<file path="src/rtl/sign_extend_pkg.sv">
// Shared types and default widths for the decode-stage immediate extender.
package sign_extend_pkg;

  typedef enum logic [1:0] {
    EXT_SIGN  = 2'b00,
    EXT_ZERO  = 2'b01,
    EXT_UPPER = 2'b10,
    EXT_BYTE  = 2'b11
  } ext_mode_e;

  localparam int IMM_WIDTH  = 16;
  localparam int DATA_WIDTH = 32;

endpackage

</file>
<file path="src/rtl/sign_extend_if.sv">
// Immediate/mode request bundle plus combinational and registered results.
interface sign_extend_if #(
  parameter int IN_WIDTH  = 16,
  parameter int OUT_WIDTH = 32
);
  import sign_extend_pkg::*;

  logic [IN_WIDTH-1:0]  In;
  ext_mode_e            Mode;
  logic                 Enable;
  logic [OUT_WIDTH-1:0] Out;
  logic [OUT_WIDTH-1:0] OutQ;
  logic                 ValidQ;

  modport master (output In, Mode, Enable, input Out, OutQ, ValidQ);
  modport slave  (input In, Mode, Enable, output Out, OutQ, ValidQ);

endinterface

</file>
<file path="src/rtl/sign_extend_core.sv">
// Combinational In/Mode -> Out extension mux.
// SIGN_EXTEND_BYTE_MODE_EN makes mode 11 sign-extend the low byte; otherwise it aliases mode 00.
module sign_extend_core
  import sign_extend_pkg::*;
#(
  parameter int IN_WIDTH  = IMM_WIDTH,
  parameter int OUT_WIDTH = DATA_WIDTH
) (
  input  logic [IN_WIDTH-1:0]  In,
  input  ext_mode_e            Mode,
  output logic [OUT_WIDTH-1:0] Out
);

  logic signed [OUT_WIDTH-1:0] sext;
  logic        [OUT_WIDTH-1:0] zext;
  logic signed [OUT_WIDTH-1:0] upper;

  assign sext  = OUT_WIDTH'($signed(In));
  assign zext  = OUT_WIDTH'(In);
  // Shifting the sign-extended value leaves any bits above 2*IN_WIDTH sign-filled.
  assign upper = sext <<< IN_WIDTH;

`ifdef SIGN_EXTEND_BYTE_MODE_EN
  logic signed [OUT_WIDTH-1:0] bext;
  assign bext = OUT_WIDTH'($signed(In[7:0]));
`endif

  always_comb begin
    Out = sext;
    case (Mode)
      EXT_SIGN:  Out = sext;
      EXT_ZERO:  Out = zext;
      EXT_UPPER: Out = upper;
`ifdef SIGN_EXTEND_BYTE_MODE_EN
      EXT_BYTE:  Out = bext;
`else
      EXT_BYTE:  Out = sext;
`endif
      default:   Out = sext;
    endcase
  end

endmodule

</file>
<file path="src/rtl/sign_extend.sv">
// Immediate extension unit: combinational result for ALU muxing plus a registered copy with valid pulse.
// Optional macro SIGN_EXTEND_BYTE_MODE_EN enables low-byte sign extension for mode 11.
module sign_extend
  import sign_extend_pkg::*;
#(
  parameter int IN_WIDTH  = IMM_WIDTH,
  parameter int OUT_WIDTH = DATA_WIDTH
) (
  input  logic          Clock,
  input  logic          Reset,
  sign_extend_if.slave  bus
);

  if (IN_WIDTH < 8 || OUT_WIDTH < 2*IN_WIDTH) begin : g_param_err
    $error("sign_extend: need IN_WIDTH >= 8 and OUT_WIDTH >= 2*IN_WIDTH");
  end

  logic [OUT_WIDTH-1:0] ext_p0;
  logic [OUT_WIDTH-1:0] out_p1;
  logic                 vld_p1;

  sign_extend_core #(
    .IN_WIDTH  (IN_WIDTH),
    .OUT_WIDTH (OUT_WIDTH)
  ) u_core (
    .In   (bus.In),
    .Mode (bus.Mode),
    .Out  (ext_p0)
  );

  assign bus.Out = ext_p0;

  // p0 -> p1: capture on Enable; reset clears both result and valid
  always_ff @(posedge Clock) begin
    if (Reset) begin
      out_p1 <= '0;
      vld_p1 <= 1'b0;
    end else begin
      vld_p1 <= bus.Enable;
      if (bus.Enable) begin
        out_p1 <= ext_p0;
      end
    end
  end

  assign bus.OutQ   = out_p1;
  assign bus.ValidQ = vld_p1;

endmodule

</file>
<file path="src/flat_wrapper.sv">
// flat-port wrapper written by rule: the top's interface ports become plain ports
module sign_extend_flat import sign_extend_pkg::*;
#(
  parameter int IN_WIDTH  = IMM_WIDTH,
  parameter int OUT_WIDTH = DATA_WIDTH
)
  (Clock, Reset, bus_In, bus_Mode, bus_Enable, bus_Out, bus_OutQ, bus_ValidQ);
  sign_extend_if #(.IN_WIDTH(IN_WIDTH), .OUT_WIDTH(OUT_WIDTH)) bus_i ();
  input  logic Clock;
  input  logic Reset;
  input wire logic [$bits(bus_i.In)-1:0] bus_In;
  input wire logic [$bits(bus_i.Mode)-1:0] bus_Mode;
  input wire logic [$bits(bus_i.Enable)-1:0] bus_Enable;
  output wire logic [$bits(bus_i.Out)-1:0] bus_Out;
  output wire logic [$bits(bus_i.OutQ)-1:0] bus_OutQ;
  output wire logic [$bits(bus_i.ValidQ)-1:0] bus_ValidQ;
  assign bus_i.In = bus_In;
  assign bus_i.Mode = bus_Mode;
  assign bus_i.Enable = bus_Enable;
  assign bus_Out = bus_i.Out;
  assign bus_OutQ = bus_i.OutQ;
  assign bus_ValidQ = bus_i.ValidQ;
  sign_extend #(.IN_WIDTH(IN_WIDTH), .OUT_WIDTH(OUT_WIDTH)) u_core (.Clock(Clock), .Reset(Reset), .bus(bus_i));
endmodule
</file>
<file path="config.mk">
export PLATFORM = sky130hd
export DESIGN_NAME = sign_extend_flat
export DESIGN_NICKNAME = d
export VERILOG_FILES = /design/src/rtl/sign_extend_pkg.sv /design/src/rtl/sign_extend_if.sv /design/src/rtl/sign_extend_core.sv /design/src/rtl/sign_extend.sv /design/src/flat_wrapper.sv
export SDC_FILE = /design/constraint.sdc
export NUM_CORES = 1
export LEC_CHECK = 0
export BUFFER_PORTS_ARGS = -buffer_cell sky130_fd_sc_hd__buf_4
export CAP_MARGIN = 15
export CORE_MARGIN = 2
export CORE_UTILIZATION = 44
export CTS_BUF_LIST = sky130_fd_sc_hd__clkbuf_16
export DETAILED_ROUTE_END_ITERATION = 7
export PLACE_DENSITY = 0.79
export SLEW_MARGIN = 20
export SYNTH_ARGS = -nofsm -noshare
export SYNTH_HDL_FRONTEND = slang
export SYNTH_HIERARCHICAL = 1
export SYNTH_SLANG_ARGS = --single-unit
</file>
<file path="constraint.sdc">
create_clock -name Clock -period 1.6 [get_ports Clock]
set_clock_uncertainty 0.1 [all_clocks]
set_input_delay 0.08 -clock Clock [delete_from_list [all_inputs] [get_ports Clock]]
set_output_delay 0.08 -clock Clock [all_outputs]
set_load 0.02 [all_outputs]
</file>
Yosys cells after proc, flatten, opt, wreduce, memory -nomap -nowiden
Cells that the tools add are included.

Equal/unequal tests: 3. Mux-type cells: 1. Reductions and logical operators: 2.

Operators by type and width (count): $pmux W32 S3 (1); $eq A2 B2 Y1 const B (2); $eq A2 B1 Y1 const B (1); $logic_not A2 Y1 (1); $reduce_or A2 Y1 (1).

Flip-flop bits (word level): 33. Bits of input ports: 21. Output and inout port bits: 65. Logic and storage cells: 8.

Depth between registers and ports, before layout
Gate-level depths: netlist of the first run.

Word-level depth: 3. Gate-level depth with buffers: 8.

Hierarchy
Netlist of the first run, hierarchy kept.

Modules (own cells, without submodules): sign_extend (instances 1, cells each 106, area an instance 1202.4 um2, sequential area each 660.6 um2); sign_extend_core (instances 1, cells each 60, area an instance 377.9 um2, sequential area each 0.0 um2).

Least setup slack after synthesis of the first run
No wires, ideal clock.

Path type: input port to flip-flop. Start: input port bus_Mode[0]. End: register u_core.out_p1[31], in the netlist u_core/bus.OutQ[31]. Setup time: 0.067 ns. Arrival: 1.337 ns. Setup slack: 0.096 ns. Stages on the path: 6. Path through: inv_1 -> ha_1 -> nor2_1 -> nor3b_1 -> mux2i_1 -> nor2_1.

Longest elaborated chain between the ends: 3. Elaborated cells on any way between the ends: 6. Classes of those cells: eq/ne: 3; mux: 1; reduce/logical: 2.

Ends and longest elaborated chain: from (decl) (line flat_wrapper.sv:12) `input wire logic [$bits(bus_i.Mode)-1:0] bus_Mode;`; $eq A2 B2 Y1 or $logic_not A2 Y1 (tied branches) (line sign_extend_core.sv:30) `case (Mode)`; $reduce_or A2 Y1 (no line); $pmux W32 S3 (*) (line sign_extend_core.sv:30); via bus_Out[31] (line flat_wrapper.sv:14) `output wire logic [$bits(bus_i.Out)-1:0] bus_Out;`; to (signal assigned) (line sign_extend.sv:41) `out_p1 <= ext_p0;`; to (decl) (line sign_extend.sv:19) `logic [OUT_WIDTH-1:0] out_p1;`.

The timed path passes the listed nets; every way through them passes the cells marked *. A chain may end at the register's enable or synchronous reset.

Final worst setup path of the first run
Start: input port bus_Mode[0]. End: output port bus_Out[27].

Longest elaborated chain between the ends: 3. Elaborated cells on any way between the ends: 6. Classes of those cells: eq/ne: 3; mux: 1; reduce/logical: 2.

Ends and longest elaborated chain (line): $eq A2 B2 Y1 or $logic_not A2 Y1 (tied branches) (sign_extend_core.sv:30); $reduce_or A2 Y1 (no line); $pmux W32 S3 (*) (sign_extend_core.sv:30); to (decl) (flat_wrapper.sv:14).

Every way passes the cells marked *; elsewhere a longest branch is shown, timed or not.

==> results by group, run 1 <==
Global routing
  – Initial antenna violation count: 0
  – Global-route wire length before repair: 6710 um
  – Grt ovf: 0
  – Largest net degree at the start of global routing: 34
  – Met1 Use GR: 27.7%
  – Most used routing layer: met2
  – Vias in the first global route: ~1300
  – Met3 GRT Util: 8.63%
  – Grt met2 use: 31.9%
  – GRT Util Overall: a little over a fifth

Clock tree
  – CTS sink cnt: 33
  – Clk Tree Root Cell: clkbuf_16
  – Num CTS Buffers: 5
  – Clk Latency, worst-skew pair: between 0.2 and 0.3 ns
  – CTS H-tree depth: 2
  – Postcts setup bufs: 0
  – Clk slew on worst S/H paths: around 0.050 ns
  – CTS tree: built
  – Worst-case clock buffer depth: 2

STA
  – Fin crit period: approximately 1.5 ns
  – RSZ-0062 raised after global routing: no
  – Final setup vio count: 0
  – Final slew viol count: 0
  – Slew @ Worst Pin: between 0.5 and 0.6 ns
  – Tcrit/Tclk final: a little over 90%
  – Setup TNS: 0 ns
  – Worst hold margin: 0.0982 ns
  – Final hold vios: 0
  – Slew margin rel.: a little under two thirds
  – Max Clk Rate: between 600 and 700 MHz

Logic synthesis
  – Syn_area_per_cell: 9.52 um2
  – Yosys reg bits: 33
  – Netlist cell types: 19
  – Largest area contributor in the netlist: dfxtp_1
  – Synth warnings: 6
  – Largest cells by area after synthesis: dfxtp_1 (42%), mux2i_1 (20%), nor2_1 (7.4%), nor2b_1 (6.7%), a21oi_2 (5.5%)
  – Register area share after synthesis: around two fifths
  – Mapped Nets: approximately 190
  – Mapped Cells: approximately 170
  – Synth Cell Area: roughly 1600 um2
  – Area share of the largest cell type after synthesis: a little over two fifths

Routing
  – Final WL: between 4000 and 5000 um
  – Drt wl/cell: about 14 um
  – Drt initial violations: 60
  – DRC viols: 0
  – Total number of vias: 1458
  – Via-to-Cell Ratio: a little under 5
  – Antenna-violating nets left: 0
  – Pre-antenna DRT Iters: 4

Finish
  – # nets final: 270
  – Layout cell share with drive strength beyond 1: approximately 44%
  – Synth-to-layout area growth: 45.8%
  – Antenna diodes: 0
  – Commonest non-fill, non-tap cell in the layout: buf_4
  – Most frequent cells in the layout: buf_4 (88), dfxtp_1 (33), mux2i_1 (32)

Setup path
  – Reg-to-reg endpoint: u_core/bus.OutQ[23]
  – CP peak stage delay: around 0.36 ns
  – Worst r2r path cells: 2
  – CP most frequent cell: buf_4
  – Crit-path max FO: 15
  – Setup CP Type: primary input to primary output
  – CP Capture Type: primary output
  – Slowest-stage cell, CP: ha_1
  – Cell Chain, Critical Path: buf_4 -> inv_1 -> ha_1 -> nand2_2 -> a21oi_2 -> buf_4
  – Launching point of the worst reg2reg path: u_core/bus.OutQ[23]
  – Worst setup SP type: primary input
  – Worst EP arrival: between 1 and 1.5 ns
  – Flop-to-flop setup slack: between 0.8 and 0.9 ns
  – Critical Path RT: between 1 and 1.5 ns

Job
  – Number of max-cap violations: 0

Power and ir drop
  – Maximum vdd drop: ~640 uV
  – Power density cells: approximately 1000 nW/um2
  – Static leakage: between 1 and 1.5 nW

Min path
  – Min-delay src: Reset
  – Hold Path Class: primary input to flop
  – Hold depth: 2
  – Min-Delay Endpoint: u_core/bus.OutQ[5]

Floorplanning
  – Row count: 21
  – Starting Density: between 40 and 50%
  – Die area: between 4000 and 5000 um2
  – Ports: between 80 and 90
  – Die height: around 64 um
  – Core area: ~3400 um2
  – Die W: ~64 um

Outcome
  – Outcome: completed

Place
  – IO buf count: 85
  – GPL Wtd Cong: about 0.69
  – Final HPWL DP: 2920 um
==> worst max path at each step <==
stage	slack, ns	startpoint	cells after the start	to
final	0.12	bus_Mode[0]	6	bus_Out[27]
after global routing	0.02	bus_Mode[0]	6	bus_Out[24]
after CTS	0.13	bus_Mode[0]	6	bus_Out[26]
after detailed placement	0.08	bus_Mode[0]	7	u_core/bus.OutQ[4]
after global placement	0.13	bus_Mode[0]	7	u_core/bus.OutQ[26]
after floorplan	0.1	bus_Mode[0]	6	u_core/bus.OutQ[31]
==> power breakdown <==
| group | internal, mW | switching [mW] | total [mW] | leakage, nW |
|---|---|---|---|---|
| logic | 0.263 | 0.358 | 0.621 | 0.811 |
| registers | 0.869 | 0.0250 | 0.894 | 0.270 |
| clock network | 0.564 | 0.337 | 0.901 | 0.0748 |
| total | 1.70 | 0.720 | 2.42 | 1.16 |
==> Yosys cell counts <==
cell	number
buf_6	3
a21oi_2	10
nor3b_1	1
buf_2	4
nor2_2	2
inv_1	2
nand2_1	15
dfxtp_1	33
mux2i_1	32
nor2_1	31
clkbuf_1	1
nor2_4	1
nand2_2	1
a21oi_1	5
clkbuf_2	1
nor2b_1	17
buf_4	2
buf_12	3
ha_1	2
==> critical path, delay by kind of cell <==
kind | cells | cell delay [ns]
compound gates | 1 | 0.28
simple gates | 1 | 0.28
buf+inv | 3 | 0.29
fa+ha+maj | 1 | 0.36
==> state kept, by name, indices dropped and copies added (netlist names) <==
signal,count
u_core/bus.ValidQ,1
u_core/bus.OutQ,32
==> through the flow <==
step	setup slack, ns	util [%]	area, um2	std cells	power [mW]
after detailed placement	0.0780	63.8	2160	286	1.53
after global routing	0.0206	68.0	2300	294	2.52
after global placement	0.125	63.8	2160	286	1.52
final	0.120	68.0	2300	294	2.42
after floorplan	0.0961	-	1580	166	1.29
after CTS	0.128	67.8	2300	294	2.44
==> final cells by class <==
type | count | area (um2)
repair buffers | 88 | 661
clock buffers | 5 | 125
multi-input cells | 117 | 778
fillers | 297 | 1090
well taps | 46 | 57.6
clock inverters | 3 | 13.8
inverters | 2 | 7.51
flip-flops and latches | 33 | 661
==> metal layers <==
| metal | wire length [um] | up-vias | share of wire, % |
|---|---|---|---|
| met4 | 51 | 0 | 1.2 |
| met2 | 1890 | 70 | 45 |
| met5 | 0 | - | 0 |
| met3 | 414 | 6 | 9.8 |
| li1 | - | 698 | - |
| met1 | 1850 | 684 | 44 |
==> cell families (layout without fill, tap and decap cells) <==
group | count (synthesis) | in the layout | synth area share [%]
AO/OA/AOI/OAI | 15 | 15 | 7.13
buffers and inverters | 16 | 98 | 9.18
flip-flops | 33 | 33 | 41.8
AND/OR/NAND/NOR | 68 | 68 | 20.0
adder cells (fa/ha/maj) | 2 | 2 | 1.58
multiplexers | 32 | 32 | 20.3
==> timing repair <==
item	in CTS	in global routing
setup endpoints to repair	0	1
hold buffers	0	0
resized for setup	0	1
endpoints found under the hold margin	0	0
No activity file was read; power rests on OpenSTA's default activity.
==> inputs of run 2 (changes only) <==
--- a/config.mk
+++ b/config.mk
@@ -7,6 +7,7 @@
 export LEC_CHECK = 0
 export BUFFER_PORTS_ARGS = -buffer_cell sky130_fd_sc_hd__buf_4
 export CAP_MARGIN = 15
+export CORE_ASPECT_RATIO = 0.9
 export CORE_MARGIN = 2
 export CORE_UTILIZATION = 44
 export CTS_BUF_LIST = sky130_fd_sc_hd__clkbuf_16
==> run 2 against run 1 <==
Effect of this change:
- maximum frequency decreased by 0.13%
- utilization decreased by 0.86 points
- critical path depth unchanged
- sequential power about the same
- clock power decreased by 3.9%
- critical path type unchanged
- critical endpoint is now bus_Out[24]
- largest power group is now sequential cells
- highest routed layer unchanged
==> results by group, run 2 (synthesis gave the netlist of run 1 again) <==
Outcome
  – Outcome: completed

Min path
  – Hold Path Class: primary input to flop

STA
  – Setup TNS: 0 ns (unchanged)
  – Tcrit/Tclk final: 92.6% (+0.12 points)
  – RSZ-0062 raised after global routing: no
  – Max Clk Rate: 675 MHz (-0.13%)
  – Slew @ Worst Pin: 0.544 ns (+0.00386 ns)
  – Fin crit period: 1.48 ns (+0.00198 ns)
  – Final slew viol count: 0 (unchanged)
  – Slew margin rel.: 63.7% (-0.26 points)
  – Final setup vio count: 0 (unchanged)
  – Final hold vios: 0 (unchanged)

Clock tree
  – Clk Tree Root Cell: clkbuf_16
  – Clk Latency, worst-skew pair: 0.27 ns (about the same)
  – Worst-case clock buffer depth: 2 (unchanged)
  – Postcts setup bufs: 0 (unchanged)
  – Num CTS Buffers: 5 (unchanged)
  – Clk slew on worst S/H paths: 0.05 ns (about the same)
  – # resized after CTS: 0 (unchanged)
  – Hold_buf cts: 0 (unchanged)
  – CTS H-tree depth: 2 (unchanged)
  – CTS sink cnt: 33 (unchanged)
  – CTS tree: built

Routing
  – Total number of vias: 1376 (-5.6%)
  – Drt wl/cell: 13.7 um (-3.9%)
  – Via-to-Cell Ratio: 4.74 (-4.3%)
  – Metal3 WL: 427 um (+3.1%)
  – Top routing layer in use: met4
  – DRC viols: 0 (unchanged)
  – Drt initial violations: 66 (+10%)
  – Final WL: 3990 um (-5.3%)
  – Pre-antenna DRT Iters: 4 (unchanged)
  – Antenna-violating nets left: 0 (unchanged)
  – Routed wl met2: 1620 um (-15%)
  – Routed metal-1 wirelength: 1910 um (+3.4%)

Job
  – Number of max-cap violations: 0 (unchanged)

Setup path
  – Cell Chain, Critical Path: buf_4 -> inv_1 -> ha_1 -> nand2_2 -> a21oi_1 -> buf_4
  – CP Capture Type: primary output
  – CP most frequent cell: buf_4
  – Worst setup SP type: primary input
  – Reg-to-reg endpoint: u_core/bus.OutQ[3]
  – Worst r2r path cells: 2 (unchanged)
  – Crit path depth: 6 (unchanged)
  – Slowest-stage cell, CP: ha_1
  – Setup CP Type: primary input to primary output
  – CP Capture Point: bus_Out[24]
  – CP peak stage delay: 0.35 ns (about the same)
  – Launching point of the worst reg2reg path: u_core/bus.OutQ[3]
  – Buffers plus inverters on the worst setup path: 3 (unchanged)
  – Critical Path RT: 1.42 ns (about the same)
  – Worst setup startpoint: bus_Mode[0]
  – CP delay by family, top: adder cells
  – Crit-path max FO: 15 (unchanged)
  – Flop-to-flop setup slack: 0.87 ns (about the same)
  – Worst EP arrival: 1.30 ns (about the same)

Power and ir drop
  – Logic pwr share: 25.9% (+0.2 points)
  – Clock power frac: 36.5% (-0.8 points)
  – Power density cells: 1040 nW/um2 (-0.82%)
  – Static leakage: 1.14 nW (-1.0%)
  – Switch share: 29.0% (-0.77 points)
  – Total power: 2.38 mW (-1.7%)
  – Flop pwr share: 37.6% (+0.6 points)
  – Sw power: 0.689 mW (-4.2%)
  – Internal: 1.69 mW (-0.61%)
  – Maximum vdd drop: 615 uV (-4.0%)

Finish
  – Most frequent cells in the layout: buf_4 (87), dfxtp_1 (33), mux2i_1 (32)
  – # fillers: 293 (-1.3%)
  – Layout cell share with drive strength beyond 1: 43.1% (-1.3 points)
  – FF/Latch Area: 661 um2 (unchanged)
  – Area of the multi-input gates: 774 um2 (-0.48%)
  – Synth-to-layout area growth: 44.5%
  – Final core utilization: 67.1% (-0.86 points)
  – # nets final: 269 (-0.37%)
  – Max reg flops: 32 (unchanged)
  – Antenna diodes: 0 (unchanged)
  – Commonest non-fill, non-tap cell in the layout: buf_4

Floorplanning
  – Die W: 67.2 um (+5.1%)
  – Die area: 4090 um2 (about the same)
  – Ports: 86 (unchanged)
  – Row count: 20 (-4.8%)
  – Starting Density: 46.4% (-0.19 points)
  – Core area: 3400 um2 (+0.41%)
  – Die height: 60.9 um (-4.8%)

Global routing
  – Initial antenna violation count: 0 (unchanged)
  – Global-route wire length before repair: 6150 um (-8.3%)
  – Vias in the first global route: 1315 (-2.4%)
  – GRT Util Overall: 20.2% (-0.96 points)
  – Largest net degree at the start of global routing: 34 (unchanged)
  – Grt ovf: 0 (unchanged)

Place
  – Final HPWL DP: 2840 um (-2.7%)
  – IO buf count: 85 (unchanged)
  – GPL Wtd Cong: 0.715 (+4.3%)
## run 2: cell types whose count changed in the layout (fill, tap and decap cells not counted)
cell      before  now
buf_4         88   87
clkinv_2       2    0
a21oi_2       11   10
clkinv_1       0    1
a21oi_1        4    5
## run 2: layout make-up
class                           count  share of cell area, %
Clock inverter                      2                  0.329
Clock buffer                        5                   5.48
Timing Repair Buffer               87                   28.6
Inverter                            2                  0.329
Multi-Input combinational cell    117                   33.9
Tap cell                           44                   2.41
Sequential cell                    33                   28.9
## run 2: worst min path at each step
stage / slack, ns / depth (start not counted) / startpoint / endpoint
after floorplan: 0.21 / 2 / bus_In[13] / bus_Out[29]
after global placement: 0.38 / 2 / Reset / u_core/bus.OutQ[29]
after detailed placement: 0.38 / 2 / Reset / u_core/bus.OutQ[6]
after CTS: 0.1 / 2 / Reset / u_core/bus.OutQ[14]
after global routing: 0.11 / 2 / Reset / u_core/bus.OutQ[14]
final: 0.1 / 2 / Reset / u_core/bus.OutQ[14]
## run 2: layer usage
layer / GRT usage, % / up-vias
li1: - / 699
met1: 27.3 / 612
met2: 28.7 / 62
met3: 7.98 / 3
met4: 8.75 / 0
met5: 0 / -
## run 2: metrics by stage
stage	setup WS (ns)	hold WS (ns)	cells	cell area (um2)
2_1_floorplan	0.0961	0.210	166	1580
3_3_place_gp	0.125	0.375	283	2150
3_5_place_dp	0.100	0.379	283	2150
4_1_cts	0.114	0.0970	290	2280
5_1_grt	0.0273	0.111	290	2280
6_report	0.118	0.0996	290	2280
## run 2: power by group through the flow
| stage | Sequential, mW | Clock (mW) | Combinational (mW) |
|---|---|---|---|
| 2_1_floorplan | 0.962 | 0 | 0.331 |
| 3_3_place_gp | 0.908 | 0 | 0.612 |
| 3_5_place_dp | 0.908 | 0 | 0.618 |
| 4_1_cts | 0.893 | 0.886 | 0.619 |
| 5_1_grt | 0.897 | 0.914 | 0.662 |
| 6_report | 0.893 | 0.866 | 0.616 |
==> inputs of run 3 (changes only) <==
--- a/config.mk
+++ b/config.mk
@@ -7,12 +7,15 @@
 export LEC_CHECK = 0
 export BUFFER_PORTS_ARGS = -buffer_cell sky130_fd_sc_hd__buf_4
 export CAP_MARGIN = 15
+export CELL_PAD_IN_SITES_DETAIL_PLACEMENT = 0
+export CELL_PAD_IN_SITES_GLOBAL_PLACEMENT = 2
 export CORE_ASPECT_RATIO = 0.9
 export CORE_MARGIN = 2
-export CORE_UTILIZATION = 44
+export CORE_UTILIZATION = 24
 export CTS_BUF_LIST = sky130_fd_sc_hd__clkbuf_16
 export DETAILED_ROUTE_END_ITERATION = 7
-export PLACE_DENSITY = 0.79
+export GPL_ROUTABILITY_DRIVEN = 0
+export PLACE_DENSITY_LB_ADDON = 0.1
 export SLEW_MARGIN = 20
 export SYNTH_ARGS = -nofsm -noshare
 export SYNTH_HDL_FRONTEND = slang
==> run 3 against run 2 <==
Effect of this change:
- first-iteration DRC count down 42%
- worst setup slack gained 0.049 ns
- die area rose by 77%
- clock power increased by 22%
- combinational power increased by 3%
- maximum frequency is 3.4% higher
- final area is 4.9% higher
- count of clock-buffer cells in the layout stayed put
- sequential power is essentially flat
- hold slack improved by 0.012 ns
- critical path type unchanged
==> results by group, run 3 (synthesis gave the netlist of run 1 again) <==
Outcome
  – Outcome: completed

STA
  – Slew margin rel.: 62.4% (-1.3 points)
  – RSZ-0062 raised after global routing: no
  – Fin crit period: 1.43 ns (-0.0489 ns)
  – Max Clk Rate: 698 MHz (+3.4%)
  – Tcrit/Tclk final: 89.6% (-3.1 points)
  – Setup TNS: 0 ns (unchanged)
  – Final hold vios: 0 (unchanged)
  – Final slew viol count: 0 (unchanged)
  – Final setup vio count: 0 (unchanged)
  – Slew @ Worst Pin: 0.563 ns (+0.0189 ns)

Setup path
  – CP Capture Type: primary output
  – Crit-path max FO: 3 (-12)
  – Setup CP Type: primary input to primary output
  – Critical Path RT: 1.42 ns (about the same)
  – Worst setup SP type: primary input
  – Worst EP arrival: 1.25 ns (-0.05 ns)

Routing
  – Antenna-violating nets left: 0 (unchanged)
  – Pre-antenna DRT Iters: 4 (unchanged)
  – Via-to-Cell Ratio: 4.07 (-14%)
  – Drt wl/cell: 13.4 um (-2.6%)
  – DRC viols: 0 (unchanged)
  – Total number of vias: 1374 (-0.15%)
  – Drt initial violations: 38 (-42%)
  – Final WL: 4530 um (+14%)

Clock tree
  – Clk slew on worst S/H paths: 0.05 ns (about the same)
  – CTS tree: built
  – Postcts setup bufs: 0 (unchanged)
  – Num CTS Buffers: 5 (unchanged)
  – Hold_buf cts: 0 (unchanged)
  – Worst-case clock buffer depth: 2 (unchanged)
  – Clk Tree Root Cell: clkbuf_16
  – # resized after CTS: 0 (unchanged)
  – Clk Latency, worst-skew pair: 0.27 ns (about the same)
  – CTS H-tree depth: 2 (unchanged)
  – CTS sink cnt: 33 (unchanged)

Global routing
  – Met1 Use GR: 17.0% (-10 points)
  – Met3 GRT Util: 4.37% (-3.6 points)
  – Initial antenna violation count: 0 (unchanged)
  – Largest net degree at the start of global routing: 34 (unchanged)
  – GRT Util Overall: 12.3% (-8.0 points)
  – Global-route wire length before repair: 6640 um (+7.8%)
  – Grt met2 use: 18.1% (-11 points)
  – Vias in the first global route: 1249 (-5.0%)
  – Most used routing layer: met2
  – Grt ovf: 0 (unchanged)

Finish
  – Antenna diodes: 0 (unchanged)
  – # nets final: 270 (+0.37%)
  – Final non-filler cell total: 338 (+17%)
  – Commonest non-fill, non-tap cell in the layout: buf_4
  – Final core utilization: 37.0% (-30 points)
  – Synth-to-layout area growth: 51.6%
  – Max reg flops: 32 (unchanged)
  – Layout cell share with drive strength beyond 1: 43.5% (+0.46 points)
  – Most frequent cells in the layout: buf_4 (87), dfxtp_1 (33), mux2i_1 (32)
  – Final instance area: 2400 um2 (+4.9%)

Floorplanning
  – Row count: 28 (+40%)
  – Die area: 7250 um2 (+77%)
  – Core area: 6480 um2 (+90%)
  – Die height: 81.0 um (+33%)
  – Ports: 86 (unchanged)
  – Die W: 89.5 um (+33%)
  – Starting Density: 24.4% (-22 points)

Place
  – Final HPWL DP: 3150 um (+11%)
  – Cells after DPL: 330 (+17%)
  – Area after DPL: 2230 um2 (+3.6%)
  – IO buf count: 85 (unchanged)

Job
  – Number of max-cap violations: 0 (unchanged)

Power and ir drop
  – Power density cells: 1080 nW/um2 (+3.8%)
  – Maximum vdd drop: 425 uV (-31%)
  – Static leakage: 1.17 nW (+2.4%)

Min path
  – Hold Path Class: primary input to flop
## run 3: power breakdown
part,switching (mW),internal [mW]
Clock,0.338,0.723
Sequential,0.0238,0.868
Combinational,0.361,0.273
## run 3: stage by stage
| stage | power [mW] | worst slack [ns] | hold slack, ns |
|---|---|---|---|
| 3_3_place_gp | 1.56 | 0.0827 | 0.379 |
| 6_report | 2.59 | 0.167 | 0.111 |
| 5_1_grt | 2.71 | 0.0860 | 0.132 |
| 2_1_floorplan | 1.29 | 0.0961 | 0.210 |
| 4_1_cts | 2.63 | 0.0711 | 0.120 |
| 3_5_place_dp | 1.55 | 0.0509 | 0.384 |
## run 3: path summary, 6_finish.rpt
path	start	to	slack, ns	depth (start not counted)
min reg2reg	u_core/bus.OutQ[19]	u_core/bus.OutQ[19]	0.39	2
min	Reset	u_core/bus.OutQ[16]	0.11	2
max reg2reg	u_core/bus.OutQ[4]	u_core/bus.OutQ[4]	0.87	2
max	bus_Mode[0]	bus_Out[31]	0.17	6
## run 3: critical path, stage by stage
cell,delay [ns]
buf_4,0.08
inv_1,0.03
ha_1,0.38
nor2_1,0.07
nor3b_1,0.38
buf_4,0.22
## run 3: layer usage
metal | vias to the layer above | wire length, um
li1 | 700 | -
met1 | 622 | 2180
met2 | 50 | 1980
met3 | 2 | 340
met4 | 0 | 21
met5 | - | 0
## run 3: cell type report
cell class | count | area (um2)
Clock buffer | 5 | 125
Clock inverter | 3 | 37.5
Fill cell | 689 | 4090
Inverter | 2 | 7.51
Multi-Input combinational cell | 117 | 779
Sequential cell | 33 | 661
Tap cell | 90 | 113
Timing Repair Buffer | 88 | 673
